==> src/rtl/alu_pkg.sv <==
// Shared types and widths for the ALU command sequencer.
// Command packing: {use_acc, op, a, b}; results are 8-bit signed.
package alu_pkg;

  localparam int CMD_W = 12;
  localparam int RES_W = 8;

  typedef enum logic [2:0] {
    ADD = 3'd0,
    SUB = 3'd1,
    AND = 3'd2,
    OR  = 3'd3,
    MUL = 3'd4,
    SHL = 3'd5,
    SHR = 3'd6,
    XOR = 3'd7
  } alu_op_e;

  typedef struct packed {
    logic             use_acc;
    alu_op_e          op;
    logic signed [3:0] a;
    logic signed [3:0] b;
  } alu_cmd_t;

  typedef enum logic [1:0] {
    IDLE = 2'd0,
    EXEC = 2'd1,
    RESP = 2'd2
  } seq_state_e;

endpackage

==> src/rtl/alu_cmd_sequencer_if.sv <==
// Command and response valid/ready streams of the ALU sequencer.
// slave is the sequencer side, master the producer/consumer side.
interface alu_cmd_sequencer_if;
  import alu_pkg::*;

  logic             cmd_valid;
  logic             cmd_ready;
  logic [CMD_W-1:0] cmd_data;
  logic             rsp_valid;
  logic             rsp_ready;
  logic [RES_W-1:0] rsp_data;
  logic             rsp_zero;
  logic             rsp_neg;
  logic             rsp_ovf;

  modport master (
    output cmd_valid, cmd_data, rsp_ready,
    input  cmd_ready, rsp_valid, rsp_data,
    input  rsp_zero, rsp_neg, rsp_ovf
  );

  modport slave (
    input  cmd_valid, cmd_data, rsp_ready,
    output cmd_ready, rsp_valid, rsp_data,
    output rsp_zero, rsp_neg, rsp_ovf
  );

endinterface

==> src/rtl/alu_cmd_fifo.sv <==
// Synchronous FIFO with wrap-bit pointers for full/empty.
// Read data is the head entry, valid whenever empty is low.
module alu_cmd_fifo #(
  parameter int DEPTH = 4,
  parameter int W     = 12
) (
  input  logic         clk,
  input  logic         rst_n,
  input  logic         push,
  input  logic [W-1:0] wdata,
  input  logic         pop,
  output logic [W-1:0] rdata,
  output logic         full,
  output logic         empty
);

  localparam int AW = $clog2(DEPTH);

  logic [W-1:0] mem [DEPTH];
  logic [AW:0]  wptr;
  logic [AW:0]  rptr;
  logic         do_push;
  logic         do_pop;

  assign empty   = (wptr == rptr);
  assign full    = (wptr[AW] != rptr[AW]) &&
                   (wptr[AW-1:0] == rptr[AW-1:0]);
  assign do_push = push && !full;
  assign do_pop  = pop && !empty;
  assign rdata   = mem[rptr[AW-1:0]];

  always_ff @(posedge clk or negedge rst_n) begin
    if (!rst_n) begin
      wptr <= '0;
      rptr <= '0;
    end else begin
      if (do_push) wptr <= wptr + 1'b1;
      if (do_pop)  rptr <= rptr + 1'b1;
    end
  end

  always_ff @(posedge clk) begin
    if (do_push) mem[wptr[AW-1:0]] <= wdata;
  end

endmodule

==> src/rtl/alu_cmd_sequencer.sv <==
// Buffers ALU commands, drives registered operands to the external
// ALU and returns the captured result with flags over a stream.
module alu_cmd_sequencer
  import alu_pkg::*;
#(
  parameter int FIFO_DEPTH = 4
) (
  input  logic                clk,
  input  logic                rst_n,
  alu_cmd_sequencer_if.slave  bus,
  output logic [3:0]          alu_a,
  output logic [3:0]          alu_b,
  output logic [2:0]          alu_opcode,
  input  logic [RES_W-1:0]    alu_result,
  output logic                busy
);

  seq_state_e       state;
  seq_state_e       state_nx;
  logic [CMD_W-1:0] head_raw;
  alu_cmd_t         head;
  logic             full;
  logic             empty;
  logic             pop;
  logic             hs;
  logic [3:0]       acc;
  logic [3:0]       acc_src;
  logic [3:0]       a_nx;
  logic [RES_W-1:0] rsp_q;
  logic             zero_q;
  logic             neg_q;
  logic             ovf_q;

  alu_cmd_fifo #(
    .DEPTH (FIFO_DEPTH),
    .W     (CMD_W)
  ) u_fifo (
    .clk   (clk),
    .rst_n (rst_n),
    .push  (bus.cmd_valid),
    .wdata (bus.cmd_data),
    .pop   (pop),
    .rdata (head_raw),
    .full  (full),
    .empty (empty)
  );

  assign head = alu_cmd_t'(head_raw);
  assign hs   = (state == RESP) && bus.rsp_ready;

  // A pop in the handshake cycle must see the result being retired.
  assign acc_src = hs ? rsp_q[3:0] : acc;
  assign a_nx    = head.use_acc ? acc_src : head.a;

  always_comb begin
    state_nx = state;
    pop      = 1'b0;
    unique case (state)
      IDLE: begin
        if (!empty) begin
          pop      = 1'b1;
          state_nx = EXEC;
        end
      end
      EXEC: state_nx = RESP;
      RESP: begin
        if (hs) begin
          if (!empty) begin
            pop      = 1'b1;
            state_nx = EXEC;
          end else begin
            state_nx = IDLE;
          end
        end
      end
      default: state_nx = IDLE;
    endcase
  end

  always_ff @(posedge clk or negedge rst_n) begin
    if (!rst_n) begin
      state <= IDLE;
    end else begin
      state <= state_nx;
    end
  end

  always_ff @(posedge clk or negedge rst_n) begin
    if (!rst_n) begin
      alu_a      <= '0;
      alu_b      <= '0;
      alu_opcode <= '0;
    end else if (pop) begin
      alu_a      <= a_nx;
      alu_b      <= head.b;
      alu_opcode <= head.op;
    end
  end

  always_ff @(posedge clk or negedge rst_n) begin
    if (!rst_n) begin
      rsp_q  <= '0;
      zero_q <= 1'b0;
      neg_q  <= 1'b0;
      ovf_q  <= 1'b0;
    end else if (state == EXEC) begin
      rsp_q  <= alu_result;
      zero_q <= (alu_result == '0);
      neg_q  <= alu_result[RES_W-1];
      ovf_q  <= !((&alu_result[7:3]) || !(|alu_result[7:3]));
    end
  end

  always_ff @(posedge clk or negedge rst_n) begin
    if (!rst_n) begin
      acc <= '0;
    end else if (hs) begin
      acc <= rsp_q[3:0];
    end
  end

  assign bus.cmd_ready = !full;
  assign bus.rsp_valid = (state == RESP);
  assign bus.rsp_data  = rsp_q;
  assign bus.rsp_zero  = zero_q;
  assign bus.rsp_neg   = neg_q;
  assign bus.rsp_ovf   = ovf_q;
  assign busy          = (state != IDLE) || !empty;

endmodule

==> src/flat_wrapper.sv <==
// flat-port wrapper written by rule: the top's interface ports become plain ports
module alu_cmd_sequencer_flat import alu_pkg::*;
#(
  parameter int FIFO_DEPTH = 4
)
  (clk, rst_n, alu_a, alu_b, alu_opcode, alu_result, busy, bus_cmd_valid, bus_cmd_data, bus_rsp_ready, bus_cmd_ready, bus_rsp_valid, bus_rsp_data, bus_rsp_zero, bus_rsp_neg, bus_rsp_ovf);
  alu_cmd_sequencer_if bus_i ();
  input  logic clk;
  input  logic rst_n;
  output logic [3:0] alu_a;
  output logic [3:0] alu_b;
  output logic [2:0] alu_opcode;
  input  logic [RES_W-1:0] alu_result;
  output logic busy;
  input wire logic [$bits(bus_i.cmd_valid)-1:0] bus_cmd_valid;
  input wire logic [$bits(bus_i.cmd_data)-1:0] bus_cmd_data;
  input wire logic [$bits(bus_i.rsp_ready)-1:0] bus_rsp_ready;
  output wire logic [$bits(bus_i.cmd_ready)-1:0] bus_cmd_ready;
  output wire logic [$bits(bus_i.rsp_valid)-1:0] bus_rsp_valid;
  output wire logic [$bits(bus_i.rsp_data)-1:0] bus_rsp_data;
  output wire logic [$bits(bus_i.rsp_zero)-1:0] bus_rsp_zero;
  output wire logic [$bits(bus_i.rsp_neg)-1:0] bus_rsp_neg;
  output wire logic [$bits(bus_i.rsp_ovf)-1:0] bus_rsp_ovf;
  assign bus_i.cmd_valid = bus_cmd_valid;
  assign bus_i.cmd_data = bus_cmd_data;
  assign bus_i.rsp_ready = bus_rsp_ready;
  assign bus_cmd_ready = bus_i.cmd_ready;
  assign bus_rsp_valid = bus_i.rsp_valid;
  assign bus_rsp_data = bus_i.rsp_data;
  assign bus_rsp_zero = bus_i.rsp_zero;
  assign bus_rsp_neg = bus_i.rsp_neg;
  assign bus_rsp_ovf = bus_i.rsp_ovf;
  alu_cmd_sequencer #(.FIFO_DEPTH(FIFO_DEPTH)) u_core (.clk(clk), .rst_n(rst_n), .bus(bus_i), .alu_a(alu_a), .alu_b(alu_b), .alu_opcode(alu_opcode), .alu_result(alu_result), .busy(busy));
endmodule
==> config.mk <==
export PLATFORM = sky130hd
export DESIGN_NAME = alu_cmd_sequencer_flat
export DESIGN_NICKNAME = d
export VERILOG_FILES = /design/src/rtl/alu_pkg.sv /design/src/rtl/alu_cmd_sequencer_if.sv /design/src/rtl/alu_cmd_fifo.sv /design/src/rtl/alu_cmd_sequencer.sv /design/src/flat_wrapper.sv
export SDC_FILE = /design/constraint.sdc
export NUM_CORES = 1
export LEC_CHECK = 0
export ABC_AREA = 1
export BUFFER_PORTS_ARGS = -buffer_cell sky130_fd_sc_hd__buf_2
export CELL_PAD_IN_SITES_DETAIL_PLACEMENT = 1
export CELL_PAD_IN_SITES_GLOBAL_PLACEMENT = 1
export CORE_UTILIZATION = 45
export DETAILED_ROUTE_END_ITERATION = 10
export PLACE_DENSITY_LB_ADDON = 0.2
export SLEW_MARGIN = 20
export SYNTH_ARGS = -nofsm -noshare
export SYNTH_HDL_FRONTEND = slang
export SYNTH_HIERARCHICAL = 1
export SYNTH_SLANG_ARGS = --single-unit
==> constraint.sdc <==
create_clock -name clk -period 4.2 [get_ports clk]
set_input_delay 0.84 -clock clk [delete_from_list [all_inputs] [get_ports clk]]
set_output_delay 0.84 -clock clk [all_outputs]
set_load 0.1 [all_outputs]
==> results_dict.tcl, run 1 <==
set metrics [dict create \
    ctsResizeCount 0 \
    syn-cell-area_um2 3421 \
    skew_ps 11.44 \
    synth_seq_area_share_pct 66.28 \
    relSlewSlack_pct 27.29 \
    start_util_pct 46.91 \
    wl_mm 7.454 \
    area_growth_pct 14.19 \
    synth_edf_count 48 \
    synth.net_count 345 \
    worstPathArrival_ps 2240 \
    cp_max_fo 28 \
    die_w_um 89.19 \
    worst_pin_slew_ps 1087 \
    finalSetupViolations 0 \
    cts_tree "built" \
    firstDrtPassIters 4 \
    cts.htree.levels 3 \
    grt_usage_pct 20.84 \
    clock.fmax_mhz 324.9 \
    clock_latency_ps 360 \
    gr-total-overflow 0 \
    dp_hpwl_mm 4.968 \
    cts_setup_buffers 0 \
    period_minus_slack_ps 3077 \
    synthCells 316 \
    tns_ps 0 \
    numPortBuffers 48 \
    grt_pass1_wl_mm 11.90 \
    die_area_um2 7954 \
    grt_max_degree 34 \
    cp_top_family "flip-flops" \
    ys_ff_latch 81 \
    hold_violations 0 \
    period_share_pct 73.27 \
    yosysWarnings 6 \
    endpoint_kind "output pin" \
    rsz0062_at_grt "false" \
    die_h_um 89.19 \
    drive_gt1_share_pct 22.28 \
    yosysUniqueCellTypes 28 \
    cts_hold_buf 0 \
    cp_num_buf_inv 2 \
    nets 392 \
    ctsLongestPathBuffers 2 \
    cts-root-buf "clkbuf_8" \
    async_flop_share_pct 40.74 \
    cp_slowest_cell "dfrtp_1" \
    max-cap-violations 0 \
    multi_input_area_um2 996.0 \
    yosysTopAreaCellShare_pct 42.14 \
    synth_area_leader_cell "edfxtp_1" \
    pin_count 49 \
    seqCellArea_um2 2267 \
    postLayoutCoreUtil_pct 53.57 \
    cts.sinks 81 \
    fillCellCount 826 \
    critPathRequiredTime_ps 3360 \
    cts_made_buffers 9 \
    drv_slew 0 \
    antenna_cells 0 \
    hp-class "reg2reg" \
    outcome "finished clean" \
    drc 0 \
    avgRoutedWirePerCell_um 15.96 \
    core_um2 7292 \
    clkTransAtPathRegs_ps 80 \
    gp_congestion 0.7518 \
    cp-start-kind "flip-flop" \
    path_cells "xnor2_4 > nand3_2 > inv_1 > nand3_1 > buf_2" \
    drt_iter0_drc 85 \
    row_count 31 \
    slowest_delay_ps 980 \
    criticalPathCategory "reg2out" \
    antenna_found_initial 0 \
    synthTopCellsByArea "edfxtp_1 (42%), dfrtp_1 (24%), nand2_1 (9.3%), nor2_1 (4.6%), o21ai_0 (3.8%)" \
    synth_top_flop_cell "edfxtp_1" \
    vias_per_cell 5.154 \
    grt_pass1_vias 2420 \
    synth.avg_cell_area_um2 10.83 \
    antenna_left 0 \
    vias 2407 \
]
==> cells in the mapped netlist (2+ instances only) <==
library cell and instances:
buf_2 4, buf_6 4, clkbuf_1 2, dfrtp_1 33, edfxtp_1 48, ha_1 5
inv_1 16, inv_2 5, nand2_1 85, nand2_2 3, nand3_1 13, nand4_1 5
nor2_1 42, o21ai_0 26, o22ai_1 12
==> cell usage in the layout (no fill, tap or decap) <==
master / netlist / layout
xor2_1: 1 / 1
nand3_1: 13 / 13
o21ai_1: 1 / 1
nor2_4: 1 / 1
o21ai_2: 1 / 1
nor3_1: 1 / 1
xnor2_4: 1 / 1
nor2_2: 0 / 2
edfxtp_1: 48 / 48
nand3b_4: 1 / 1
nand2_2: 3 / 3
nand2_1: 85 / 85
inv_8: 0 / 1
inv_2: 5 / 5
clkinvlp_4: 0 / 1
bufinv_16: 0 / 1
nor2_1: 42 / 40
nand4_1: 5 / 5
o21ai_0: 26 / 26
or2_2: 1 / 1
dfrtp_1: 33 / 33
nand3_2: 1 / 1
nand2_4: 1 / 1
ha_1: 5 / 5
inv_1: 16 / 16
buf_2: 4 / 48
o22ai_1: 12 / 12
clkinv_2: 0 / 2
inv_6: 0 / 2
nand3_4: 1 / 1
clkbuf_8: 0 / 9
==> registers in the layout (all words and copies together), names as in the netlist <==
signal	cells
u_core/alu_a	4
u_core/u_fifo/rptr	3
u_core/state	2
u_core/bus.rsp_data	8
u_core/acc	4
u_core/u_fifo/wptr	3
u_core/bus.rsp_zero	1
u_core/bus.rsp_ovf	1
u_core/alu_opcode	3
u_core/u_fifo/mem	48
u_core/alu_b	4
==> metal layers <==
layer  vias up  track usage, %  part of all wire, %
met2        50           36.64                   50
met1      1195           25.35                   45
li1       1155               -                    -
met3         7           5.078                  3.9
met4         0           6.494                 0.99
met5         -               0                    0
==> cell families after synthesis <==
logic type	count (synthesis)	share of synthesized area, %
AOI/OAI and AO/OA	40	6.401
xor gates and xnor gates	2	1.061
adders and majority gates	5	1.829
buffers and inverters	33	4.755
DFF	81	66.28
and+or+nand+nor	155	19.68
==> worst reg2reg max path: stages (launching register included) <==
cell and delay [ps]:
dfrtp_1 980, xnor2_4 180, nand3_4 140, nand2_4 80
nor2_1 820
==> through the flow <==
stage	std cells	setup WS [ps]	area (µm²)	hold WS, ps
floorplan	316	1564	3421	436.7
global placement	451	1516	3701	449.1
detailed placement	451	1482	3701	460.3
CTS	467	1083	3901	483.0
global route	467	916.1	3906	507.2
finish	467	1123	3906	476.2
==> cell type report <==
cell class                 count  share of cell area, %
sequential                    81                  58.04
clock buffer                   9                  3.171
inverter                      21                  2.018
multi-input combinational    202                  25.50
clock inverter                 7                  1.954
tap                           99                  3.171
timing repair buffer          48                  6.150
==> final timing paths <==
check / start / end / slack [ps] / cells past startpoint
max in group asynchronous: rst_n / u_core/bus.rsp_zero$_DFFE_PN0N_ / 3140 / 1
setup reg to reg: u_core/u_fifo/rptr[0]$_DFFE_PN0P_ / u_core/u_fifo/mem[2][9]$_DFFE_PP_ / 1630 / 4
hold reg to reg: u_core/alu_b[0]$_DFFE_PN0P_ / u_core/alu_b[0]$_DFFE_PN0P_ / 480 / 2
hold / removal: u_core/alu_b[0]$_DFFE_PN0P_ / u_core/alu_b[0]$_DFFE_PN0P_ / 480 / 2
setup / recovery: u_core/u_fifo/rptr[0]$_DFFE_PN0P_ / busy / 1120 / 5
min in group asynchronous: rst_n / u_core/bus.rsp_data[4]$_DFFE_PN0N_ / 560 / 1
Power of run 1 is not shown: default switching activity piles up to over one toggle a cycle in this logic, so the estimate is an artifact.
==> inputs of run 2 (changes only) <==
--- a/config.mk
+++ b/config.mk
@@ -9,7 +9,7 @@
 export BUFFER_PORTS_ARGS = -buffer_cell sky130_fd_sc_hd__buf_2
 export CELL_PAD_IN_SITES_DETAIL_PLACEMENT = 1
 export CELL_PAD_IN_SITES_GLOBAL_PLACEMENT = 1
-export CORE_UTILIZATION = 45
+export CORE_UTILIZATION = 40
 export DETAILED_ROUTE_END_ITERATION = 10
 export PLACE_DENSITY_LB_ADDON = 0.2
 export SLEW_MARGIN = 20
==> constraint.sdc (replaced) <==
create_clock -name clk -period 2.7 [get_ports clk]
set_input_delay 0.54 -clock clk [delete_from_list [all_inputs] [get_ports clk]]
set_output_delay 0.54 -clock clk [all_outputs]
set_load 0.1 [all_outputs]
==> run 2 against run 1 <==
  * Routed wire length shrank 3.9%
  * Flip-flop and latch count stayed put
  * Global-route usage shrank 3.1 points
  * Via count shrank 1.2%
  * Critical endpoint unchanged
  * Highest routed layer unchanged
==> results_dict.tcl, run 2 (same netlist as run 1, synthesis figures left out) <==
set metrics [dict create \
    antenna_cells 0 \
    drv_slew 0 \
    tns_ps 0 \
    routedLengthMet1_mm 3.424 \
    drt_iter0_drc 71 \
    max-cap-violations 0 \
    clock.fmax_mhz 412.9 \
    holdWs_ps 273.9 \
    drc 0 \
    cp-start-kind "flip-flop" \
    gp_congestion 0.7219 \
    cts.sinks 81 \
    endpoint_kind "output pin" \
    hold_violations 0 \
    gr-total-overflow 0 \
    cts-root-buf "clkbuf_8" \
    ctsLongestPathBuffers 2 \
    period_share_pct 89.70 \
    final_cell_mix "nand2_1 (85), buf_2 (48), edfxtp_1 (48)" \
    vias 2378 \
    start_util_pct 41.42 \
    clkTransAtPathRegs_ps 80 \
    pin_count 49 \
    cp_max_fo 16 \
    cts_tree "built" \
    worstPathArrival_ps 1880 \
    cts_setup_buffers 0 \
    place_area_um2 3769 \
    period_minus_slack_ps 2422 \
    die_w_um 94.48 \
    core_um2 8258 \
    cts_made_buffers 9 \
    cp_slowest_cell "dfrtp_2" \
    drive_gt1_share_pct 23.14 \
    critPathMostFrequentCell "nand2_1" \
    postLayoutCoreUtil_pct 48.00 \
    clock_latency_ps 350 \
    wl_met3_um 272 \
    grt_max_degree 34 \
    nets 400 \
    area_growth_pct 15.87 \
    path_cells "inv_2 > nand2_1 > nand2_1 > nand3_2 > inv_1 > nand3_1 > buf_2" \
    rsz0062_at_grt "false" \
    final_common_cell "nand2_1" \
    row_count 33 \
    met2_length_mm 3.366 \
    numPortBuffers 48 \
    criticalPathCategory "reg2out" \
    grt_pass1_wl_mm 11.94 \
    largest_reg_flops 48 \
    antenna_found_initial 0 \
    firstDrtPassIters 4 \
    skew_ps 8.909 \
    critPathRequiredTime_ps 2160 \
    worst_pin_slew_ps 804.0 \
    cts.htree.levels 3 \
    die_h_um 94.48 \
    dp_hpwl_mm 4.776 \
    relSlewSlack_pct 46.40 \
    vias_per_cell 4.944 \
    wl_mm 7.166 \
    grt_pass1_vias 2400 \
    grt_usage_pct 17.74 \
    outcome "finished clean" \
    avgRoutedWirePerCell_um 14.90 \
    hp-class "in2async" \
    antenna_left 0 \
    slowest_delay_ps 540 \
    finalSetupViolations 0 \
    fin_area_um2 3964 \
    topRoutingLayerUsed "met4" \
    die_area_um2 8926 \
]
-- run 2: cell count changes in the layout (fill, tap and decap cells not counted), sizes merged --
cell / before / now
buf: 48 / 56
clkbuf: 9 / 10
clkinv: 2 / 1
clkinvlp: 1 / 2
inv: 24 / 23
-- run 2: worst paths after layout --
check | startpoint | endpoint | slack [ps] | depth (start not counted)
min | rst_n | u_core/bus.rsp_data[7]$_DFFE_PN0N_ | 270 | 1
min in group clk | bus_cmd_data[9] | u_core/u_fifo/mem[1][9]$_DFFE_PP_ | 400 | 1
max in group asynchronous | rst_n | u_core/u_fifo/rptr[1]$_DFFE_PN0P_ | 1870 | 1
min reg2reg | u_core/acc[0]$_DFF_PN0_ | u_core/acc[0]$_DFF_PN0_ | 470 | 2
max reg2reg | u_core/u_fifo/rptr[0]$_DFFE_PN0P_ | u_core/alu_a[3]$_DFFE_PN0P_ | 820 | 9
max | u_core/u_fifo/rptr[1]$_DFFE_PN0P_ | busy | 280 | 7
-- run 2: cell type report --
type                            count  area, µm²
Clock inverter                      6      66.31
Inverter                           21      78.83
Sequential cell                    81       2268
Tap cell                          105      131.4
Multi-Input combinational cell    202      991.0
Fill cell                         927       4294
Timing Repair Buffer               56      300.3
Clock buffer                       10      127.6
-- run 2: critical path, delay by kind of cell (launching register included) --
| kind | cells | cell delay (ps) |
|---|---|---|
| simple gates | 4 | 430 |
| buf+inv | 3 | 570 |
| flops | 1 | 540 |
-- run 2: stage by stage --
stage / worst slack [ps] / std cells
final: 278.1 / 481
after global routing: 122.4 / 481
after CTS: 118.8 / 481
after detailed placement: 509.5 / 465
after global placement: 551.2 / 465
after floorplan: 364.0 / 316
-- run 2: per-layer routing --
layer,vias up,track usage (%)
met3,9,3.382
met5,-,0
met4,0,6.439
li1,1168,-
met1,1153,22.96
met2,48,29.71
-- run 2: what timing repair did --
action,in CTS,in global routing
gates resized for setup,0,1
endpoints found under the setup margin,0,1
hold buffers,0,0
endpoints found under the hold margin,0,0
Power of run 2 is left out for the same reason.
==> inputs of run 3 (changes only) <==
--- a/config.mk
+++ b/config.mk
@@ -10,8 +10,10 @@
 export CELL_PAD_IN_SITES_DETAIL_PLACEMENT = 1
 export CELL_PAD_IN_SITES_GLOBAL_PLACEMENT = 1
 export CORE_UTILIZATION = 40
+export CTS_CLUSTER_SIZE = 25
 export DETAILED_ROUTE_END_ITERATION = 10
 export PLACE_DENSITY_LB_ADDON = 0.2
+export RECOVER_POWER = 25
 export SLEW_MARGIN = 20
 export SYNTH_ARGS = -nofsm -noshare
 export SYNTH_HDL_FRONTEND = slang
==> constraint.sdc (replaced) <==
create_clock -name clk -period 2.7 [get_ports clk]
set_input_delay 0.405 -clock clk [delete_from_list [all_inputs] [get_ports clk]]
set_output_delay 0.405 -clock clk [all_outputs]
set_load 0.1 [all_outputs]
==> run 3 against run 2 <==
  * Final cell count decreased by 0.42%
  * Utilization is 0.32 points lower
  * Critical endpoint unchanged
  * Critical path type unchanged
  * Via count rose by 0.71%
==> results_dict.tcl, run 3 (same netlist as run 1, synthesis figures left out) <==
set metrics [dict create \
    outcome "finished clean" \
    gr-total-overflow 0 \
    hold_violations 0 \
    tns_ps 0 \
    row_count 33 \
    cts_tree "built" \
    die_area_um2 8926 \
    vias_per_cell 5.000 \
    fillCellCount 936 \
    max-cap-violations 0 \
    cts_made_buffers 9 \
    drc 0 \
    fin_area_um2 3938 \
    cts_setup_buffers 0 \
    pin_count 49 \
    rsz0062_at_grt "false" \
    hp-class "in2async" \
    grt_pass1_wl_mm 11.94 \
    drt_iter0_drc 77 \
    die_h_um 94.48 \
    final_cell_mix "nand2_1 (85), edfxtp_1 (48), nor2_1 (42)" \
    drv_slew 0 \
    dp_slack_ps 798.2 \
    ctsLongestPathBuffers 2 \
    grt_pass1_vias 2388 \
    area_growth_pct 15.11 \
    largest_reg_flops 48 \
    grt_max_degree 34 \
    avgRoutedWirePerCell_um 15.44 \
    relSlewSlack_pct 47.89 \
    place_area_um2 3754 \
    wl_mm 7.394 \
    clock_latency_ps 350 \
    dp_hpwl_mm 4.935 \
    numPortBuffers 48 \
    vias 2395 \
    cts.sinks 81 \
    cts-root-buf "clkbuf_8" \
    clock.fmax_mhz 436.8 \
    worst_slack_ps 410.4 \
    start_util_pct 41.42 \
    postLayoutCoreUtil_pct 47.68 \
    firstDrtPassIters 4 \
    period_share_pct 84.80 \
    grt_usage_pct 18.48 \
    antenna_left 0 \
    core_um2 8258 \
    die_w_um 94.48 \
    critPathRequiredTime_ps 2300 \
    worstPathArrival_ps 1880 \
    endpoint_kind "output pin" \
    criticalPathCategory "reg2out" \
    cp-start-kind "flip-flop" \
    ctsResizeCount 0 \
    period_minus_slack_ps 2290 \
    cp_max_fo 15 \
    worst_pin_slew_ps 781.6 \
    final_common_cell "nand2_1" \
    cts.htree.levels 3 \
    cts_hold_buf 0 \
    skew_ps 8.279 \
    antenna_found_initial 0 \
    antenna_cells 0 \
    drive_gt1_share_pct 19.79 \
    clkTransAtPathRegs_ps 90 \
    finalSetupViolations 0 \
    nets 398 \
    gp_congestion 0.7197 \
]
==> run 3: changes by cell type in the layout (fill, tap and decap cells not counted), sizes merged <==
cell,change
clkinvlp,-2
clkbuf,+11
buf,-14
clkinv,+1
inv,+2
==> run 3: critical path, stage by stage, from the launching register on <==
cell	delay (ps)
dfrtp_1	400
buf_4	200
nand2_1	70
nand2_1	120
nand3_2	160
inv_1	70
nand3_1	90
buf_2	430
==> run 3: stage by stage <==
step / hold slack, ps / instances
2_1_floorplan: 109.4 / 316
3_3_place_gp: 455.2 / 463
3_5_place_dp: 461.8 / 463
4_1_cts: 147.1 / 479
5_1_grt: 176.2 / 479
6_report: 119.8 / 479
==> run 3: path summary, 6_finish.rpt <==
check / end / start / cells past startpoint / slack [ps]
min: u_core/bus.rsp_data[6]$_DFFE_PN0N_ / rst_n / 1 / 120
max reg2reg: u_core/u_fifo/rptr[2]$_DFFE_PN0P_ / u_core/u_fifo/rptr[1]$_DFFE_PN0P_ / 10 / 810
max in group asynchronous: u_core/alu_a[2]$_DFFE_PN0P_ / rst_n / 1 / 2080
min in group clk: u_core/bus.rsp_data[5]$_DFFE_PN0N_ / alu_result[5] / 3 / 280
max: busy / u_core/u_fifo/rptr[1]$_DFFE_PN0P_ / 7 / 410
min reg2reg: u_core/bus.rsp_data[6]$_DFFE_PN0N_ / u_core/bus.rsp_data[6]$_DFFE_PN0N_ / 2 / 480
==> run 3: final cells by class <==
type	count	area [µm²]	area share (%)
repair buffers	54	270.3	6.864
clock inverters	7	75.07	1.907
inverters	21	78.83	2.002
flip-flops and latches	81	2267	57.58
clock buffers	9	123.9	3.146
well taps	105	131.4	3.337
multi-input cells	202	991.0	25.17
==> run 3: layer usage <==
metal / wire length, µm / track usage (%) / vias to the layer above
met4: 143 / 7.197 / 0
met2: 3599 / 30.43 / 59
met1: 3320 / 23.49 / 1166
met5: 0 / 0 / -
met3: 329 / 4.509 / 10
li1: - / - / 1160
Power of run 3 is left out for the same reason.
